--- config.mk ---
export PLATFORM = sky130hd
export DESIGN_NAME = clock_set_ctrl
export DESIGN_NICKNAME = d
export VERILOG_FILES = /design/src/rtl/clock_pkg.sv /design/src/rtl/btn_edge.sv /design/src/rtl/clock_set_ctrl.sv
export SDC_FILE = /design/constraint.sdc
export NUM_CORES = 1
export LEC_CHECK = 0
export ABC_AREA = 1
export CAP_MARGIN = 40
export CELL_PAD_IN_SITES_DETAIL_PLACEMENT = 1
export CELL_PAD_IN_SITES_GLOBAL_PLACEMENT = 2
export CORE_UTILIZATION = 27
export DETAILED_ROUTE_END_ITERATION = 10
export PLACE_DENSITY_LB_ADDON = 0.08
export SLEW_MARGIN = 20
export SYNTH_ARGS = -nofsm -noshare
export SYNTH_HDL_FRONTEND = slang
export SYNTH_SLANG_ARGS = --single-unit
export TNS_END_PERCENT = 20
--- constraint.sdc ---
create_clock -name clk -period 1.85 [get_ports clk]
set_input_delay 0.185 -clock clk [delete_from_list [all_inputs] [get_ports clk]]
set_output_delay 0.185 -clock clk [all_outputs]
set_load 0.02 [all_outputs]
--- src/rtl/clock_pkg.sv ---
// clock_pkg: shared types and constants for the clock set/alarm controller.
//   state_t  - controller state encoding (also driven out as `mode`)
//   time_t   - 6-bit hour/minute/second field
//   HOURS, MINS - field moduli
//   wrap_inc - modular increment of a time field
package clock_pkg;

  localparam int unsigned FIELD_W = 6;
  localparam int unsigned HOURS   = 24;
  localparam int unsigned MINS    = 60;

  typedef logic [FIELD_W-1:0] time_t;

  typedef enum logic [2:0] {
    ST_RUN   = 3'd0,
    ST_SET_H = 3'd1,
    ST_SET_M = 3'd2,
    ST_SET_S = 3'd3,
    ST_AL_H  = 3'd4,
    ST_AL_M  = 3'd5
  } state_t;

  // Increment v modulo `modulus`; values at or above modulus-1 wrap to 0.
  function automatic time_t wrap_inc(input time_t v, input time_t modulus);
    return (v >= modulus - time_t'(1)) ? '0 : v + time_t'(1);
  endfunction

endpackage

--- src/rtl/btn_edge.sv ---
// btn_edge: registers a debounced button level and flags its rising edge.
//   clk, rst - system clock, async active-high reset
//   btn      - debounced button level
//   rise_c   - combinational rising-edge flag (btn & ~previous btn)
module btn_edge (
  input  logic clk,
  input  logic rst,
  input  logic btn,
  output logic rise_c
);

  logic prev_q;

  always_ff @(posedge clk or posedge rst) begin
    if (rst) prev_q <= 1'b0;
    else     prev_q <= btn;
  end

  assign rise_c = btn & ~prev_q;

endmodule

--- src/rtl/clock_set_ctrl.sv ---
// clock_set_ctrl: button-driven time/alarm setting FSM with edit timeout and
// alarm ring control.
//   clk, rst, tick_1s          - clock, async active-high reset, 1 s pulse
//   btn_mode, btn_inc, btn_ok  - debounced button levels
//   cur_h, cur_m, cur_s        - running time from the time-keeper
//   run_en                     - time-keeper count enable (0 while setting time)
//   load, load_h/m/s           - one-cycle commit pulse and values to load
//   edit_h/m/s                 - field values being edited
//   alarm_h/m, alarm_en        - stored alarm and arm flag
//   ring                       - alarm ringing
//   mode                       - current state encoding
module clock_set_ctrl
  import clock_pkg::*;
#(
  parameter int unsigned TIMEOUT_S    = 30,
  parameter int unsigned RING_S       = 60,
  parameter int unsigned ALARM_H_INIT = 6,
  parameter int unsigned ALARM_M_INIT = 0
) (
  input  logic       clk,
  input  logic       rst,
  input  logic       tick_1s,
  input  logic       btn_mode,
  input  logic       btn_inc,
  input  logic       btn_ok,
  input  logic [5:0] cur_h,
  input  logic [5:0] cur_m,
  input  logic [5:0] cur_s,
  output logic       run_en,
  output logic       load,
  output logic [5:0] load_h,
  output logic [5:0] load_m,
  output logic [5:0] load_s,
  output logic [5:0] edit_h,
  output logic [5:0] edit_m,
  output logic [5:0] edit_s,
  output logic [5:0] alarm_h,
  output logic [5:0] alarm_m,
  output logic       alarm_en,
  output logic       ring,
  output logic [2:0] mode
);

  localparam int unsigned TO_W   = $clog2(TIMEOUT_S + 1);
  localparam int unsigned RING_W = $clog2(RING_S + 1);

  // Button edge detection
  logic mode_rise, inc_rise, ok_rise;

  btn_edge u_edge_mode (.clk(clk), .rst(rst), .btn(btn_mode), .rise_c(mode_rise));
  btn_edge u_edge_inc  (.clk(clk), .rst(rst), .btn(btn_inc),  .rise_c(inc_rise));
  btn_edge u_edge_ok   (.clk(clk), .rst(rst), .btn(btn_ok),   .rise_c(ok_rise));

  // Priority ok > mode > inc; lower-priority edges in the same cycle are dropped
  logic ok_e, mode_e, inc_e, any_e;
  assign ok_e   = ok_rise;
  assign mode_e = mode_rise & ~ok_rise;
  assign inc_e  = inc_rise & ~ok_rise & ~mode_rise;
  assign any_e  = ok_rise | mode_rise | inc_rise;

  state_t            state_q, state_n;
  logic              run_en_q, run_en_n;
  logic              load_q, load_n;
  time_t             load_h_q, load_h_n, load_m_q, load_m_n, load_s_q, load_s_n;
  time_t             edit_h_q, edit_h_n, edit_m_q, edit_m_n, edit_s_q, edit_s_n;
  time_t             alarm_h_q, alarm_h_n, alarm_m_q, alarm_m_n;
  logic              alarm_en_q, alarm_en_n;
  logic              ring_q, ring_n;
  logic [TO_W-1:0]   to_cnt_q, to_cnt_n;
  logic [RING_W-1:0] ring_cnt_q, ring_cnt_n;

  logic alarm_hit;
  assign alarm_hit = tick_1s && (cur_h == alarm_h_q) && (cur_m == alarm_m_q) &&
                     (cur_s == time_t'(0));

  // State and output registers
  always_ff @(posedge clk or posedge rst) begin
    if (rst) begin
      state_q    <= ST_RUN;
      run_en_q   <= 1'b1;
      load_q     <= 1'b0;
      load_h_q   <= '0;
      load_m_q   <= '0;
      load_s_q   <= '0;
      edit_h_q   <= '0;
      edit_m_q   <= '0;
      edit_s_q   <= '0;
      alarm_h_q  <= time_t'(ALARM_H_INIT);
      alarm_m_q  <= time_t'(ALARM_M_INIT);
      alarm_en_q <= 1'b0;
      ring_q     <= 1'b0;
      to_cnt_q   <= '0;
      ring_cnt_q <= '0;
    end else begin
      state_q    <= state_n;
      run_en_q   <= run_en_n;
      load_q     <= load_n;
      load_h_q   <= load_h_n;
      load_m_q   <= load_m_n;
      load_s_q   <= load_s_n;
      edit_h_q   <= edit_h_n;
      edit_m_q   <= edit_m_n;
      edit_s_q   <= edit_s_n;
      alarm_h_q  <= alarm_h_n;
      alarm_m_q  <= alarm_m_n;
      alarm_en_q <= alarm_en_n;
      ring_q     <= ring_n;
      to_cnt_q   <= to_cnt_n;
      ring_cnt_q <= ring_cnt_n;
    end
  end

  // Next-state and next-output logic
  always_comb begin
    state_n    = state_q;
    load_n     = 1'b0;
    load_h_n   = load_h_q;
    load_m_n   = load_m_q;
    load_s_n   = load_s_q;
    edit_h_n   = edit_h_q;
    edit_m_n   = edit_m_q;
    edit_s_n   = edit_s_q;
    alarm_h_n  = alarm_h_q;
    alarm_m_n  = alarm_m_q;
    alarm_en_n = alarm_en_q;
    ring_n     = ring_q;
    to_cnt_n   = to_cnt_q;
    ring_cnt_n = ring_cnt_q;

    if (ring_q && any_e) begin
      // A button edge silences the ring and is otherwise consumed
      ring_n     = 1'b0;
      ring_cnt_n = '0;
    end else begin
      if (ring_q && tick_1s) begin
        if (ring_cnt_q == RING_W'(RING_S - 1)) begin
          ring_n     = 1'b0;
          ring_cnt_n = '0;
        end else begin
          ring_cnt_n = ring_cnt_q + RING_W'(1);
        end
      end

      case (state_q)
        ST_RUN: begin
          to_cnt_n = '0;
          if (mode_e) begin
            state_n  = ST_SET_H;
            edit_h_n = cur_h;
            edit_m_n = cur_m;
            edit_s_n = cur_s;
          end else if (inc_e) begin
            alarm_en_n = ~alarm_en_q;
          end else if (!any_e && !ring_q && alarm_en_q && alarm_hit) begin
            ring_n     = 1'b1;
            ring_cnt_n = '0;
          end
        end

        ST_SET_H, ST_SET_M, ST_SET_S, ST_AL_H, ST_AL_M: begin
          if (any_e) to_cnt_n = '0;

          if (ok_e) begin
            state_n = ST_RUN;
            if (state_q == ST_AL_H || state_q == ST_AL_M) begin
              alarm_h_n  = edit_h_q;
              alarm_m_n  = edit_m_q;
              alarm_en_n = 1'b1;
            end else begin
              load_n   = 1'b1;
              load_h_n = edit_h_q;
              load_m_n = edit_m_q;
              load_s_n = edit_s_q;
            end
          end else if (mode_e) begin
            case (state_q)
              ST_SET_H: state_n = ST_SET_M;
              ST_SET_M: state_n = ST_SET_S;
              ST_SET_S: begin
                state_n  = ST_AL_H;
                edit_h_n = alarm_h_q;
                edit_m_n = alarm_m_q;
              end
              ST_AL_H:  state_n = ST_AL_M;
              default:  state_n = ST_RUN;
            endcase
          end else if (inc_e) begin
            case (state_q)
              ST_SET_H, ST_AL_H: edit_h_n = wrap_inc(edit_h_q, time_t'(HOURS));
              ST_SET_M, ST_AL_M: edit_m_n = wrap_inc(edit_m_q, time_t'(MINS));
              default:           edit_s_n = wrap_inc(edit_s_q, time_t'(MINS));
            endcase
          end else if (tick_1s) begin
            // Abandon the edit after TIMEOUT_S idle seconds
            if (to_cnt_q == TO_W'(TIMEOUT_S - 1)) begin
              state_n  = ST_RUN;
              to_cnt_n = '0;
            end else begin
              to_cnt_n = to_cnt_q + TO_W'(1);
            end
          end
        end

        default: begin
          state_n  = ST_RUN;
          to_cnt_n = '0;
        end
      endcase
    end

    run_en_n = !(state_n == ST_SET_H || state_n == ST_SET_M || state_n == ST_SET_S);
  end

  assign mode     = state_q;
  assign run_en   = run_en_q;
  assign load     = load_q;
  assign load_h   = load_h_q;
  assign load_m   = load_m_q;
  assign load_s   = load_s_q;
  assign edit_h   = edit_h_q;
  assign edit_m   = edit_m_q;
  assign edit_s   = edit_s_q;
  assign alarm_h  = alarm_h_q;
  assign alarm_m  = alarm_m_q;
  assign alarm_en = alarm_en_q;
  assign ring     = ring_q;

endmodule

Word level (Yosys, flattened, before mapping)
Index checks and enable logic that the tools add are counted.
{ "word_totals": {"register_bits": 69, "in_bits": 24, "out_inout_bits": 55, "wordCells": 156} }
{ "classes": {"add_sub_neg": 5, "order_cmp": 3, "eq_ne": 25, "mux": 62, "bitwise_logic": 16, "n_reduce_logical": 27} }
{ "ops": {"columns": ["op", "count"], "rows": [
  ["$mux 6", 27],
  ["$pmux 6 s2", 3],
  ["$mux 5", 7],
  ["$add 6x1->6 const B", 4],
  ["$mux 3", 7],
  ["$reduce_and 7->1", 3],
  ["$ne 2x2->1 const B", 9],
  ["$mux 1", 15],
  ["$eq 3x2->1 const B", 4],
  ["$eq 6x6->1", 2],
  ["$ge 6x6->1 const B", 2],
  ["$pmux 3 s4", 1],
  ["$logic_and 1x1->1", 8],
  ["$not 1->1", 8],
  ["$reduce_and 4->1", 2],
  ["$and 1x1->1", 6],
  ["$eq 3x1->1 const B", 2],
  ["$eq 3x3->1 const B", 2],
  ["$eq 6x6->1 const B", 1],
  ["$ge 6x5->1 const B", 1],
  ["$logic_not 6->1", 1],
  ["$ne 3x2->1 const B", 2],
  ["$ne 3x3->1 const B", 2],
  ["$pmux 3 s2", 1],
  ["other kinds (12)", 18]
]} }

Longest topological paths before layout
{ "logic_depth": {"word_depth": 14, "depth_mapped": 11, "depth_no_buf": 11} }

Cells and area by module
From an unflattened synthesis, not the netlist that was laid out.
{ "hier_totals": {"hier_cells": 499, "hier_area_um2": 3860.0} }
{ "modules_own_cells": {"columns": ["module", "instances", "cells_each", "area_each_um2", "seq_area_each_um2"], "rows": [
  ["clock_set_ctrl", 1, 487, 3743.6, 1655.3],
  ["btn_edge", 3, 4, 38.8, 25.0]
]} }

Least setup slack after synthesis
No wires, ideal clock.
{ "synth_timing": {"path_kind": "reg2reg", "from": "register state_q[2] (netlist: mode[2])", "to": "register edit_h_q[2] (netlist: edit_h[2])", "arrival_ns": 1.459, "required_ns": 1.730, "setup_slack_ns": 0.270, "path_stages_with_launch": 10, "n_path_buf": 2, "period_less_slack_ns": 1.580, "path_cell_list": "dfrtp_1 buf_6 inv_2 nand2_1 nand2_1 inv_2 buf_2 or2_2 nand3_1 nand2_1"} }
{ "synth_between": {"elab_chain_len": 4} }
{ "synth_lines": {"columns": ["item", "line", "source"], "rows": [
  ["from (decl)", "clock_set_ctrl.sv:61", "state_t state_q, state_n;"],
  ["from (signal assigned)", "clock_set_ctrl.sv:95", "state_q <= state_n;"],
  ["$eq 3x3->1 (tied with other cells)", "clock_set_ctrl.sv:144, clock_set_ctrl.sv:188", null],
  ["$reduce_or 5->1 / $reduce_or 2->1 (equally long branches)", "clock_set_ctrl.sv:144, clock_set_ctrl.sv:188", null],
  ["$ne 3x3->1 (no source line) (tied with other cells)", null, null],
  ["$reduce_and 7->1 (no source line)", null, null],
  ["to (signal assigned)", "clock_set_ctrl.sv:101", "edit_h_q <= edit_h_n;"],
  ["to (decl)", "clock_set_ctrl.sv:65", "time_t edit_h_q, edit_h_n, edit_m_q, edit_m_n, edit_s_q, edit_s_n;"]
]} }
Parallel ways exist; a longest one is shown, timed or not.
A chain may end at the register's enable or synchronous reset.

Worst setup path after layout
{ "layout_timing": {"from": "register state_q[2] (netlist: mode[2])", "to": "output mode[2]"} }
{ "layout_lines": {"columns": ["item", "line", "source"], "rows": [
  ["to (decl)", "clock_set_ctrl.sv:41", "output logic [2:0] mode"]
]} }
No word-level cell between the ends.

==> impl_metrics.tcl <==
set metrics [dict create \
    critPathMaxFanout 5 \
    cp-end-kind "output pin" \
    startpoint "mode[2]$_DFF_PP0_" \
    rr_worst_depth 10 \
    setup_violations 0 \
    p_sw_share_pct 38.2 \
    grt_pass1_vias 3832 \
    clkLatencyLatePin_ns 0.34 \
    p_comb_share_pct 40.6 \
    r2r_slack_ns 0.18 \
    power_switching_mw 2.76 \
    finalWirelength_um 11800 \
    maxSlewHeadroom_pct 73.7 \
    worstMarginPinSlew_ns 0.395 \
    power_frac_clock_pct 25.9 \
    rows 43 \
    status "complete, no violations" \
    hold_viol 0 \
    path_class "reg2out" \
    die_y_um 123 \
    place.detailed.hpwl_um 8900 \
    ios 79 \
    seq_area_frac_synth_pct 44.0 \
    synth_nets 525 \
    start_kind "flop" \
    power_density_nw_per_um2 1330 \
    portBuffers 78 \
    viasPerCell 4.59 \
    drive_gt1_share_pct 14.5 \
    rsz0062_at_grt "no" \
    final_common_cell "nand2_1" \
    grt_pass1_wl_um 19800 \
    grt_start_max_net_pins 70 \
    syn_to_final_growth_pct 37.8 \
    ant_nets 0 \
    drt-wirelength-per-cell_um 15.1 \
    max_freq_mhz 576 \
    htreeDepth 3 \
    antenna_found_initial 0 \
    cap_violations 0 \
    p_int_mw 4.47 \
    drv_slew 0 \
    cts_buffer_depth 2 \
    cp.arrival_ns 1.55 \
    yosysWarnings 0 \
    grt_overflow 0 \
    syn_area_per_cell_um2 7.95 \
    drc 0 \
    numCtsBuffers 9 \
    postCtsHoldBufs 0 \
    hold_slack_ns 0.294 \
    die_area_um2 15100 \
    synth.distinct_cells 40 \
    layout_common_cells "118 x nand2_1, 78 x clkdlybuf4s50_1, 65 x dfrtp_1, 62 x inv_1, 47 x nor2_1" \
    fin_skew_ns 0.00540 \
    gp_congestion 0.763 \
    path_clk_slew_ns 0.06 \
    rr_startpoint "mode[0]$_DFF_PP0_" \
    syn_inst 495 \
    design.core.area_um2 14000 \
    ir_drop_mv 0.486 \
    seq_power_share_pct 33.4 \
    leakagePower_nw 2.52 \
    die_x_um 123 \
    fin_crit_sh_pct 93.9 \
    cp-endpoint "mode[2]" \
    r2r_end "edit_h[2]$_DFFE_PP0P_" \
    drt_iter0_drc 157 \
    setup_tns_ns 0 \
    vias 3608 \
    crit_required_ns 1.66 \
    nets 631 \
    syn_area_um2 3930 \
    initial_utilization_pct 28.0 \
    grt_usage_pct 17.2 \
    cts_sinks 69 \
    ys_ff_latch 69 \
    first_pass_iters 4 \
    cts_tree "built" \
    root_buffer "clkbuf_16" \
    min_path_type "in2async" \
    num_antenna_cells 0 \
    fin_crit_ns 1.74 \
]
## timing repair
item	in CTS	in global routing
resized for setup	0	3
buffers inserted	0	0
setup endpoints to repair	0	6
## state kept, by name, summed over array words and instances (netlist names), 3 cells and up
name,count
alarm_h,6
alarm_m,6
edit_h,6
edit_m,6
edit_s,6
load_h,6
load_m,6
load_s,6
mode,3
ring_cnt_q,6
to_cnt_q,5
## logic make-up (layout without fill, tap and decap cells)
family | count (synthesis) | count (layout) | share of synthesized area [%]
AO/OA/AOI/OAI | 96 | 96 | 14.2
XOR/XNOR | 19 | 19 | 4.23
adder cells (fa/ha/maj) | 6 | 6 | 1.91
buffers and inverters | 81 | 192 | 9.57
flip-flops | 69 | 69 | 44.0
AND/OR/NAND/NOR | 224 | 224 | 26.1
## layer usage
layer / track usage, % / up-vias / share of wire (%)
met5: 0 / - / 0
met4: 6.71 / 0 / 1.9
met3: 3.49 / 15 / 3.8
met2: 27.2 / 55 / 45
met1: 23.1 / 1725 / 49
li1: - / 1813 / -
## power groups by stage
stage	clock (mW)	combinational, mW	sequential [mW]
floorplan	0	1.09	2.90
global placement	0	2.94	2.44
detailed placement	0	2.97	2.45
CTS	1.94	2.99	2.44
global route	1.99	3.24	2.50
finish	1.87	2.94	2.42
## worst min-delay path by stage
| stage | from | endpoint | slack [ns] | depth (start not counted) |
|---|---|---|---|---|
| 5_1_grt | rst | load_m[5]$_DFFE_PP0P_ | 0.34 | 3 |
| 2_1_floorplan | btn_inc | u_edge_inc.prev_q$_DFF_PP0_ | 0.22 | 0 |
| 3_5_place_dp | load_m[4]$_DFFE_PP0P_ | load_m[4]$_DFFE_PP0P_ | 0.48 | 2 |
| 3_3_place_gp | load_h[3]$_DFFE_PP0P_ | load_h[3]$_DFFE_PP0P_ | 0.47 | 2 |
| 6_report | rst | edit_m[5]$_DFFE_PP0P_ | 0.29 | 3 |
| 4_1_cts | rst | load_m[0]$_DFFE_PP0P_ | 0.31 | 3 |
## metrics by stage
step                std cells  area, um2  total power, mW  setup WS (ns)  util, %
detailed placement        770       5100             5.42        -0.0449     36.3
finish                    786       5420             7.23          0.113     38.6
CTS                       786       5420             7.37         0.0294     38.6
global route              786       5420             7.74         0.0274     38.6
global placement          770       5100             5.39        0.00953     36.3
floorplan                 495       3940             3.98          0.270        -
## final cells by class
type,instances,area (um2)
Clock inverter,7,90.1
Clock buffer,9,225
Tap cell,180,225
Sequential cell,69,1730
Multi-Input combinational cell,345,1830
Timing Repair Buffer,109,1060
Inverter,67,260
Fill cell,1669,8620
## Yosys cell counts, drive strengths merged
| cell type | instances | share of area [%] |
|---|---|---|
| nand3 | 31 | 4.8 |
| inv | 67 | 6.5 |
| buf | 14 | 3.1 |
| xor2 | 12 | 2.7 |
| nor3b | 1 | 0.32 |
| a31o | 1 | 0.22 |
| o22ai | 1 | 0.16 |
| o21a | 1 | 0.19 |
| a21oi | 10 | 1.3 |
| a31oi | 4 | 0.64 |
| o32ai | 2 | 0.45 |
| nor3 | 6 | 0.89 |
| nand2 | 124 | 13 |
| o31ai | 2 | 0.38 |
| xnor2 | 7 | 1.6 |
| o211a | 1 | 0.25 |
| nand4 | 5 | 0.80 |
| dfrtp | 66 | 42 |
| or2 | 3 | 0.48 |
| nand3b | 1 | 0.19 |
| o211ai | 3 | 0.70 |
| o21ai | 71 | 9.9 |
| nor2 | 53 | 6.0 |
| dfstp | 3 | 2.0 |
| ha | 6 | 1.9 |
## critical path, stage by stage (launching register included)
cell	delay, ns
dfrtp_2	0.43
buf_4	0.18
clkdlybuf4s50_1	0.60
Power figures use the tool's default switching activity.
